`src/rtl/data_mem_arb_pkg.sv`:
```
// Shared types and helpers for the two-port data memory arbiter.
package data_mem_arb_pkg;

    typedef enum logic {
        ST_IDLE   = 1'b0,
        ST_ACCESS = 1'b1
    } state_t;

    localparam logic PORT_CORE = 1'b0;
    localparam logic PORT_AUX  = 1'b1;

    // Word-aligned and inside the byte range 0 .. 4*mem_words-1.
    function automatic logic word_ok(input logic [31:0] addr, input int unsigned mem_words);
        logic [33:0] limit;
        limit = {2'b00, mem_words} << 2;
        return (addr[1:0] == 2'b00) && ({2'b00, addr} < limit);
    endfunction

endpackage

```
`src/rtl/dm_prio_select.sv`:
```
// Fixed-priority grant selection: core first, aux port once the core has
// been granted MAX_CONSEC times in a row while aux waited.
module dm_prio_select
    import data_mem_arb_pkg::*;
#(
    parameter int unsigned MAX_CONSEC = 4
) (
    input  logic       mreq0,
    input  logic       mreq1,
    input  logic [3:0] cons,
    output logic       grant_valid,
    output logic       grant_idx
);

    always_comb begin
        grant_valid = 1'b0;
        grant_idx   = PORT_CORE;
        if (mreq1 && ((cons == 4'(MAX_CONSEC)) || !mreq0)) begin
            grant_valid = 1'b1;
            grant_idx   = PORT_AUX;
        end else if (mreq0) begin
            grant_valid = 1'b1;
        end
    end

endmodule

```
`src/rtl/data_mem_arbiter.sv`:
```
// Arbitrates the single-ported data memory between the core LSU (port 0)
// and the debug/DMA loader (port 1); one latched transaction at a time.
module data_mem_arbiter
    import data_mem_arb_pkg::*;
#(
    parameter int unsigned DATA_W     = 32,
    parameter int unsigned MEM_WORDS  = 32,
    parameter int unsigned MAX_CONSEC = 4
) (
    input  logic              clk,
    input  logic              rst,
    input  logic              req0,
    input  logic              we0,
    input  logic [31:0]       addr0,
    input  logic [DATA_W-1:0] wdata0,
    output logic              ack0,
    output logic              err0,
    output logic [DATA_W-1:0] rdata0,
    input  logic              req1,
    input  logic              we1,
    input  logic [31:0]       addr1,
    input  logic [DATA_W-1:0] wdata1,
    output logic              ack1,
    output logic              err1,
    output logic [DATA_W-1:0] rdata1,
    output logic              mem_read_flag,
    output logic              mem_write_flag,
    output logic [31:0]       mem_addr,
    output logic [DATA_W-1:0] mem_val,
    input  logic [DATA_W-1:0] mem_read_out
);

    state_t              state_q, state_d;
    logic [3:0]          cons_q, cons_d;
    logic                gnt_q, we_q;
    logic [31:0]         addr_q;
    logic [DATA_W-1:0]   wdata_q;
    logic                ack0_q, ack1_q, err0_q, err1_q;
    logic [DATA_W-1:0]   rdata0_q, rdata1_q;

    logic                mreq0, mreq1;
    logic                grant_valid, grant_idx;
    logic                latch_en;
    logic                in_access, valid;

    // A port is masked in its own ack cycle so it cannot be served twice.
    assign mreq0     = req0 & ~ack0_q;
    assign mreq1     = req1 & ~ack1_q;
    assign in_access = (state_q == ST_ACCESS);
    assign valid     = word_ok(addr_q, MEM_WORDS);

    dm_prio_select #(
        .MAX_CONSEC (MAX_CONSEC)
    ) u_prio (
        .mreq0       (mreq0),
        .mreq1       (mreq1),
        .cons        (cons_q),
        .grant_valid (grant_valid),
        .grant_idx   (grant_idx)
    );

    always_comb begin
        state_d  = state_q;
        cons_d   = cons_q;
        latch_en = 1'b0;
        case (state_q)
            ST_IDLE: begin
                if (grant_valid) begin
                    latch_en = 1'b1;
                    state_d  = ST_ACCESS;
                    if (grant_idx == PORT_AUX) begin
                        cons_d = 4'd0;
                    end else if (mreq1 && (cons_q != 4'(MAX_CONSEC))) begin
                        cons_d = cons_q + 4'd1;
                    end
                end
            end
            default: state_d = ST_IDLE;
        endcase
        if (!req1) begin
            cons_d = 4'd0;
        end
    end

    always_ff @(posedge clk or negedge rst) begin
        if (!rst) begin
            state_q  <= ST_IDLE;
            cons_q   <= 4'd0;
            gnt_q    <= PORT_CORE;
            we_q     <= 1'b0;
            addr_q   <= '0;
            wdata_q  <= '0;
            ack0_q   <= 1'b0;
            ack1_q   <= 1'b0;
            err0_q   <= 1'b0;
            err1_q   <= 1'b0;
            rdata0_q <= '0;
            rdata1_q <= '0;
        end else begin
            state_q <= state_d;
            cons_q  <= cons_d;
            if (latch_en) begin
                gnt_q   <= grant_idx;
                we_q    <= (grant_idx == PORT_AUX) ? we1    : we0;
                addr_q  <= (grant_idx == PORT_AUX) ? addr1  : addr0;
                wdata_q <= (grant_idx == PORT_AUX) ? wdata1 : wdata0;
            end
            ack0_q <= in_access && (gnt_q == PORT_CORE);
            ack1_q <= in_access && (gnt_q == PORT_AUX);
            if (in_access) begin
                if (gnt_q == PORT_CORE) begin
                    err0_q <= !valid;
                    if (!we_q) rdata0_q <= valid ? mem_read_out : '0;
                end else begin
                    err1_q <= !valid;
                    if (!we_q) rdata1_q <= valid ? mem_read_out : '0;
                end
            end
        end
    end

    assign ack0           = ack0_q;
    assign ack1           = ack1_q;
    assign err0           = err0_q;
    assign err1           = err1_q;
    assign rdata0         = rdata0_q;
    assign rdata1         = rdata1_q;
    assign mem_read_flag  = in_access & valid & ~we_q;
    assign mem_write_flag = in_access & valid & we_q;
    assign mem_addr       = addr_q;
    assign mem_val        = wdata_q;

endmodule
```
`config.mk`:
```
export PLATFORM = sky130hd
export DESIGN_NAME = data_mem_arbiter
export DESIGN_NICKNAME = d
export VERILOG_FILES = /design/src/rtl/data_mem_arb_pkg.sv /design/src/rtl/dm_prio_select.sv /design/src/rtl/data_mem_arbiter.sv
export SDC_FILE = /design/constraint.sdc
export NUM_CORES = 1
export LEC_CHECK = 0
export BUFFER_PORTS_ARGS = -buffer_cell sky130_fd_sc_hd__buf_2
export CAP_MARGIN = 20
export CORE_MARGIN = 2
export CORE_UTILIZATION = 48
export CTS_CLUSTER_DIAMETER = 40
export DETAILED_ROUTE_END_ITERATION = 7
export GPL_ROUTABILITY_DRIVEN = 0
export GPL_TIMING_DRIVEN = 0
export PLACE_DENSITY = 0.8
export SLEW_MARGIN = 20
export SYNTH_ARGS = -nofsm -noshare
export SYNTH_HDL_FRONTEND = slang
export SYNTH_SLANG_ARGS = --single-unit
```
`constraint.sdc`:
```
create_clock -name clk -period 1.9 [get_ports clk]
set_input_delay 0.19 -clock clk [delete_from_list [all_inputs] [get_ports clk]]
set_output_delay 0.19 -clock clk [all_outputs]
set_load 0.1 [all_outputs]
```
==> key figures, run 1 <==
Status
  • Status: complete, but fails checks
  • Failing checks: setup timing

CTS
  • Root Driver: clkbuf_16
  • Clock transition at path regs: around 0.06 ns
  • CTS tree: built
  • Clk_lat worst skew: 0.42 ns
  • TritonCTS buffer count: 17
  • Clock Sinks: roughly 140
  • CTS Buffer Depth: 2
  • H-Tree Depth: 4

Global routing
  • First-pass GRT wire length: 41200 um
  • Largest net degree at the start of global routing: between 70 and 80
  • Total track usage: 0.331
  • Initial antenna violation count: 3
  • Vias in the first global route: between 7000 and 8000
  • Total grt overflow: 0

Worst hold path
  • Worst hold-check path type: in2reg

Run
  • # Max-Cap Violations: 0

Layout
  • Layout cells sized above 1: 0.477
  • Final Non-Filler Cells: 1272
  • Commonest non-fill, non-tap cells in the layout: buf_2, nor3_1, dfrtp_1
  • Commonest non-fill, non-tap cell in the layout: buf_2
  • Post-layout net count: about 1200
  • P&R area growth vs syn: 49.9%

Synthesis
  • Synth Register Bits: 139
  • Yosys cell types: 29
  • Register area share after synthesis: 0.495
  • Synth Flop Type: dfrtp_1
  • Yosys warns: 0
  • Count of flip-flops with a built-in enable after synthesis: 0
  • Cells after Synth: approximately 730
  • Ranking of synthesized cells by area: dfrtp_1, nor3_1, a2111oi_0
  • Syn avg cell area: approximately 9.6 um2
  • Biggest area consumer among synthesized cells: dfrtp_1
  • Post-synth top area share: 0.495
  • Post-Syn Area: between 0.007 and 0.008 mm2
  • Ys async rst share: 1.00
  • Syn nets: 897

Power and ir drop
  • Leakage: around 5 nW
  • Pwr dens: around 1800 mW/mm2
  • Peak supply drop: 1.74 mV
  • Tot Pwr: about 0.019 W

STA
  • Tightest Pin Transition: between 0.6 and 0.7 ns
  • Slew Limit Fails: 0
  • RSZ-0062 raised after global routing: true
  • Final Skew: between 0.01 and 0.015 ns
  • Final worst slack: -0.197 ns
  • Max_slew headroom: 0.597
  • Final setup violation count: 45
  • Final min period: 2.10 ns
  • Period utilization: 1.10
  • Final hold slack: 0.00979 ns
  • Final hold violation count: 0
  • Fmax: around 480 MHz
  • Setup TNS: -2.79 ns

Detailed routing
  • Post-route ant nets: 0
  • Residual DRC: 0
  • Post-Route WL: about 28000 um
  • Detailed router's first-iteration violation count: about 680
  • Vias per std cell: 6.22
  • Routed via count: 7911
  • Post-DR wirelength/cell: around 22 um
  • DR pass1 iterations: 7

Floorplan
  • Die height: ~130 um
  • Die W: roughly 130 um
  • # IOs: 300
  • Starting density of the core: 0.488
  • Die area: between 0.015 and 0.02 mm2
  • Num rows: 44
  • Core ar.: approximately 0.014 mm2

Setup path
  • Worst setup EP type: output pin
  • Critical Path AT: 1.91 ns
  • Req. time, crit path: around 1.7 ns
  • Startpoint class of the critical path: flop
  • Critical path fanouts, max: 3
  • Kind of critical path: reg2out

Placed design
  • IO Port Bufs: 299
  • DP Cell Count: roughly 1200
  • Hpwl dp: 17700 um
==> critical path, stage by stage (launching register included) <==
cell	delay, ns
dfrtp_4	0.50
nor4_4	0.30
nand4_1	0.14
buf_6	0.17
nor3_4	0.16
buf_12	0.21
==> repair_timing <==
action	4_1_cts	5_1_grt
resized for setup	102	121
buffers inserted	12	10
pin swaps	38	36
endpoints found under the setup margin	127	133
gates cloned	3	4
endpoints found under the hold margin	67	0
hold buffers	1	0
==> registers in the layout, indices dropped and copies added, names as in the netlist <==
register	cells
we_q	1
rdata1	32
ack0	1
err0	1
rdata0	32
cons_q	4
ack1	1
gnt_q	1
err1	1
mem_val	32
mem_addr	32
in_access	1
==> cells by family (layout without fill, tap and decap cells) <==
logic type               count (synthesis)  in the layout  synth area share
AND/OR/NAND/NOR                        301            301             0.218
AO/OA/AOI/OAI                          206            206             0.229
flip-flops                             139            139             0.495
buffers and inverters                   81            438            0.0552
adder cells (fa/ha/maj)                  2              2           0.00356
other                                    0              2                 0
==> report_power, final <==
part	switching [W]	internal, W
sequential	0.000692	0.00385
combinational	0.00856	0.00216
clock	0.00142	0.00209
==> per-layer routing <==
metal,part of all wire,GRT usage,up-vias
li1,-,-,3477
met1,0.38,0.423,3817
met2,0.49,0.534,530
met3,0.088,0.0899,85
met4,0.036,0.137,2
met5,0.00036,0,-
==> stage by stage <==
| stage | utilization | instance area (um2) | setup WS [ns] |
|---|---|---|---|
| 2_1_floorplan | - | 7120 | -0.283 |
| 3_3_place_gp | 0.613 | 8840 | -1.88 |
| 3_5_place_dp | 0.616 | 8880 | -0.463 |
| 4_1_cts | 0.703 | 10100 | -0.181 |
| 5_1_grt | 0.731 | 10500 | -0.252 |
| 6_report | 0.731 | 10500 | -0.197 |
==> worst paths after layout <==
| path | start | end | slack [ns] | cells past startpoint |
|---|---|---|---|---|
| max in group asynchronous | rst | mem_addr[15] | 0.79 | 3 |
| hold reg to reg | err0 | err0 | 0.48 | 2 |
| setup reg to reg | mem_addr[18] | rdata0[11] | -0.10 | 9 |
| setup / recovery | mem_addr[18] | mem_read_flag | -0.20 | 5 |
| min in group asynchronous | rst | rdata1[6] | 0.32 | 2 |
| hold / removal | mem_read_out[30] | rdata1[30] | 0.01 | 2 |
==> area by class of cell <==
class / instances / area [um2]
buffer: 75 / 552
inverter: 5 / 18.8
timing repair buffer: 326 / 1920
fill: 1041 / 3880
sequential: 139 / 3520
clock inverter: 15 / 189
antenna: 2 / 5.00
clock buffer: 17 / 425
multi-input combinational: 509 / 3680
tap: 184 / 230
==> Yosys cell counts (all sizes together) (3+ instances only) <==
library cell,instances
o21ai,4
o22ai,66
dfrtp,139
nand2,10
nor4,7
a21oi,4
nor3,133
inv,5
nand4,3
nand2b,3
a2111oi,65
clkbuf,24
nor2b,67
nand3,3
a31o,64
buf,52
nor2,69
Power figures use the tool's default switching activity.
==> inputs of run 2 (changes only) <==
- CORE_UTILIZATION: 48 -> 47
- PLACE_DENSITY: 0.8 -> 0.81
- SYNTH_HIERARCHICAL: unset -> 1
- clock period: 1.9 -> 2.4 ns (I/O delays scaled with it)
==> key figures, run 2 <==
Detailed routing
  • Routed via count: a little over 6000
  • DR pass1 iterations: 5
  • Detailed router's first-iteration violation count: 455
  • Vias per std cell: about 5.5
  • Post-Route WL: between 20000 and 25000 um
  • Post-DR wirelength/cell: ~19 um
  • Residual DRC: 0
  • Post-route ant nets: 0

Global routing
  • Total track usage: 0.287
  • Largest net degree at the start of global routing: between 80 and 90
  • Total grt overflow: 0
  • First-pass GRT wire length: 32300 um
  • Vias in the first global route: between 6000 and 7000
  • Initial antenna violation count: 1

Layout
  • Layout cells sized above 1: 0.442
  • Finished layout cell area: 0.00915 mm2
  • Commonest non-fill, non-tap cell in the layout: buf_2
  • Commonest non-fill, non-tap cells in the layout: buf_2, nand2_1, dfrtp_1
  • P&R area growth vs syn: 41.2%
  • Post-layout net count: between 1000 and 1500
  • Diodes inserted: 0

Synthesis
  • Largest family of logic cells by synthesized area: compound AO/OA/AOI/OAI gates
  • Yosys cell types: 34
  • Post-synth top area share: 0.537
  • Post-Synth Adder-Cell Area: 0.00386
  • Register area share after synthesis: 0.537
  • Yosys warns: 6
  • Synth Flop Type: dfrtp_1
  • Syn avg cell area: around 11 um2
  • Biggest area consumer among synthesized cells: dfrtp_1
  • Post-Syn Area: around 0.0065 mm2
  • Post-synthesis simple-gate area fraction: 0.148
  • Syn nets: roughly 770
  • Cells after Synth: 603
  • Compound-Gate Fraction of Synth Area: 0.172
  • Mux cell area share after synthesis: 0.100
  • Ys async rst share: 1.00
  • Post-Synth XOR/XNOR Area: 0
  • Most frequent cell after synthesis: dfrtp_1
  • Count of flip-flops with a built-in enable after synthesis: 0
  • Synth cell count leaders: dfrtp_1, nand2_1, o21ai_0
  • Ranking of synthesized cells by area: dfrtp_1, mux2i_1, nand2_1
  • Synth Register Bits: between 100 and 150

Floorplan
  • Die area: ~0.015 mm2
  • Starting density of the core: 0.486
  • Core ar.: 0.0133 mm2
  • Die height: roughly 120 um
  • # IOs: 300
  • Die W: approximately 120 um
  • Num rows: between 40 and 50

Setup path
  • Worst setup EP type: output pin
  • Startpoint class of the critical path: flop
  • Req. time, crit path: 2.16 ns
  • Kind of critical path: reg2out
  • Critical Path AT: approximately 2.1 ns
  • Critical path fanouts, max: 14

STA
  • Tightest Pin Transition: 0.722 ns
  • Final setup violation count: 0
  • Final min period: between 2 and 2.5 ns
  • Final hold slack: approximately 0.099 ns
  • Period utilization: 0.989
  • Max_slew headroom: 0.519
  • Final worst slack: 0.0257 ns
  • Slew Limit Fails: 0
  • Final hold violation count: 0
  • Fmax: around 420 MHz
  • Final Skew: between 0.01 and 0.015 ns

CTS
  • Clock transition at path regs: 0.06 ns
  • Clk_lat worst skew: 0.42 ns
  • Root Driver: clkbuf_16
  • TritonCTS buffer count: 17
  • H-Tree Depth: 4
  • Clock Sinks: 139
  • CTS tree: built
  • CTS Buffer Depth: 2

Placed design
  • Dpl cell area: ~0.0083 mm2
  • Hpwl dp: around 16000 um
  • IO Port Bufs: about 300
  • Dpl ws: -0.316 ns

Status
  • Status: finished, final reports clean

Worst hold path
  • Worst hold-check path type: in2reg

Run
  • # Max-Cap Violations: 0
run 2: cell count changes after synthesis, sizes merged, moves of 34 or more:
cell / previous run / this run
buf: 52 / 15
nand2: 10 / 134
mux2i: 0 / 65
a2111oi: 65 / 0
nor3: 133 / 0
nor2: 69 / 1
a31o: 64 / 0
o22ai: 66 / 0
nor2b: 67 / 3
o41ai: 0 / 64
o21ai: 4 / 66
nand3b: 2 / 36
run 2: layout make-up:
class	instances	area, um2
flip-flops and latches	139	3530
inverters	4	15.0
clock buffers	20	457
multi-input cells	404	2870
repair buffers	310	1620
clock inverters	12	146
fillers	1062	4200
well taps	176	220
plain buffers	55	284
run 2: per-layer routing:
layer  GRT usage  wire [um]  up-vias  part of all wire
met1       0.362       8440     3026              0.40
met2       0.483      10600      276              0.50
met4      0.0920        370        2             0.018
met5           0         12        -           0.00057
met3      0.0747       1620       34             0.077
li1            -          -     2851                 -
run 2: worst max-delay path: stages, from the launching register on:
cell and delay, ns:
dfrtp_4 0.50, nor4_4 0.28, nand2_2 0.16, buf_12 0.19, nor4_4 0.30, buf_6 0.26
run 2: metrics by stage:
stage / TNS (ns) / cells / util
3_5_place_dp: -5.35 / 1079 / 0.624
4_1_cts: -0.151 / 1114 / 0.677
6_report: 0 / 1120 / 0.686
5_1_grt: -0.00435 / 1120 / 0.686
3_3_place_gp: -123.98 / 1078 / 0.622
2_1_floorplan: -0.526 / 603 / -
run 2: cell families after synthesis:
group | after synthesis
DFF | 139
and+or+nand+nor | 197
buffers and inverters | 60
AOI/OAI and AO/OA | 140
adders and majority gates | 2
muxes | 65
run 2: repair_timing:
| action | in CTS | in global routing |
|---|---|---|
| hold buffers | 1 | 0 |
| endpoints found under the hold margin | 53 | 0 |
| setup endpoints to repair | 58 | 30 |
| pin swaps | 3 | 7 |
| buffers inserted | 3 | 6 |
| resized for setup | 20 | 13 |
run 2: final timing paths:
path                            endpoint          from  depth (start not counted)  slack, ns
hold / removal               mem_addr[0]      addr0[0]                          3        0.1
hold reg to reg               rdata0[27]    rdata0[27]                          2       0.47
setup / recovery           mem_read_flag  mem_addr[26]                          5       0.03
setup reg to reg             mem_val[10]     cons_q[1]                          7       0.12
max in group asynchronous    mem_addr[1]           rst                          3       1.28
min in group asynchronous     rdata0[26]           rst                          2       0.32
Power of run 2 is left out: the tool's default activity adds up to more than one toggle a clock period on the data nets, which glitch-free logic cannot reach.
==> inputs of run 3 (changes only) <==
- CORE_MARGIN: 2 -> unset
- PLACE_DENSITY: 0.81 -> 0.8
==> key figures, run 3 (synthesis results as in run 2) <==
Placed design
  • DP Cell Count: ~1100
  • IO Port Bufs: between 200 and 300
  • Dpl ws: -0.229 ns
  • Hpwl dp: approximately 15000 um

STA
  • Fmax: 431 MHz
  • Final Skew: around 0.0047 ns
  • RSZ-0062 raised after global routing: true
  • Max_slew headroom: 0.369
  • Tightest Pin Transition: about 0.95 ns
  • Final setup violation count: 0
  • Final min period: about 2.3 ns
  • Period utilization: 0.968
  • Final worst slack: 0.0774 ns
  • Slew Limit Fails: 0
  • Final hold violation count: 0

Setup path
  • Critical Path AT: 2.08 ns
  • Worst setup EP type: output pin
  • Critical path fanouts, max: 19
  • Worst Reg-to-Reg Cells: 9
  • Startpoint class of the critical path: flop
  • Req. time, crit path: ~2.2 ns
  • Kind of critical path: reg2out

Layout
  • P&R area growth vs syn: 44.9%
  • Commonest non-fill, non-tap cell in the layout: buf_2
  • Commonest non-fill, non-tap cells in the layout: buf_2, nand2_1, dfrtp_1
  • Fin util: 0.704
  • Post-layout net count: around 1100
  • Final Non-Filler Cells: between 1000 and 1500
  • Diodes inserted: 0
  • Layout cells sized above 1: 0.458

Floorplan
  • Die W: 119 um
  • Starting density of the core: 0.486
  • Die height: 119 um
  • Die area: 0.0143 mm2
  • Num rows: between 40 and 50
  • Core ar.: about 0.013 mm2
  • # IOs: 300

Detailed routing
  • Post-route ant nets: 0
  • Post-DR wirelength/cell: approximately 19 um
  • Vias per std cell: 5.62
  • Routed via count: 6281
  • Detailed router's first-iteration violation count: between 400 and 500
  • Post-Route WL: about 21000 um
  • DR pass1 iterations: 5
  • Residual DRC: 0

Global routing
  • Total track usage: 0.302
  • Initial antenna violation count: 0
  • Total grt overflow: 0
  • Vias in the first global route: between 6000 and 7000
  • First-pass GRT wire length: around 33000 um
  • Largest net degree at the start of global routing: 94

CTS
  • Root Driver: clkbuf_16
  • CTS Buffer Depth: 2
  • CTS tree: built
  • Clock Sinks: approximately 140
  • Clk_lat worst skew: between 0.4 and 0.5 ns
  • TritonCTS buffer count: 17
  • H-Tree Depth: 4
  • Clock transition at path regs: ~0.060 ns

Worst hold path
  • Worst hold-check path type: in2reg
  • Hold path depth: 2

Run
  • # Max-Cap Violations: 0

Status
  • Status: finished, final reports clean
## run 3: cell count changes in the layout (fill, tap and decap cells not counted), moves of 4 or more
cell,delta
o41ai_1,-16
o41ai_2,+12
buf_4,-4
o41ai_4,+4
## run 3: stage by stage
| step | setup TNS (ns) | hold slack [ns] | cell area [um2] |
|---|---|---|---|
| after floorplan | -0.526 | -0.0556 | 6580 |
| after global placement | -125.57 | 0.451 | 8300 |
| after detailed placement | -5.41 | 0.165 | 8330 |
| after CTS | 0 | 0.0898 | 9160 |
| after global routing | -0.0102 | 0.101 | 9390 |
| final | 0 | 0.108 | 9390 |
## run 3: per-layer routing
| layer | up-vias | wire length [um] | global-route usage |
|---|---|---|---|
| met1 | 3067 | 8780 | 0.381 |
| met3 | 36 | 1510 | 0.0742 |
| met2 | 319 | 10400 | 0.499 |
| li1 | 2859 | - | - |
| met4 | 0 | 396 | 0.119 |
| met5 | - | 0 | 0 |
## run 3: timing repair
action                                 4_1_cts  5_1_grt
hold buffers                                 1        0
resized for setup                           25       39
endpoints found under the hold margin       46        0
setup endpoints to repair                   59       88
buffers inserted                             6        1
pin swaps                                    4        8
## run 3: critical path, stage by stage, from the launching register on
cell and delay [ns]:
dfrtp_4 0.50, nor4_4 0.29, nand2_2 0.13, buf_12 0.18, nor4_4 0.30, buf_6 0.26
## run 3: worst paths after layout
check                                 to          from  slack [ns]
setup reg to reg              rdata0[11]  mem_addr[18]        0.10
setup / recovery           mem_read_flag  mem_addr[26]        0.08
hold reg to reg                rdata0[1]     rdata0[1]        0.47
max in group asynchronous   mem_addr[16]           rst        1.29
min in group asynchronous     rdata0[27]           rst        0.31
hold / removal                 cons_q[1]          req1        0.11
## run 3: cell type report
| type | count | area, um2 |
|---|---|---|
| Multi-Input combinational cell | 404 | 3030 |
| Inverter | 4 | 15.0 |
| Tap cell | 176 | 220 |
| Sequential cell | 139 | 3530 |
| Timing Repair Buffer | 308 | 1610 |
| Clock buffer | 20 | 457 |
| Fill cell | 1037 | 3960 |
| Buffer | 55 | 305 |
| Clock inverter | 12 | 218 |
Power of run 3 is left out for the same reason.
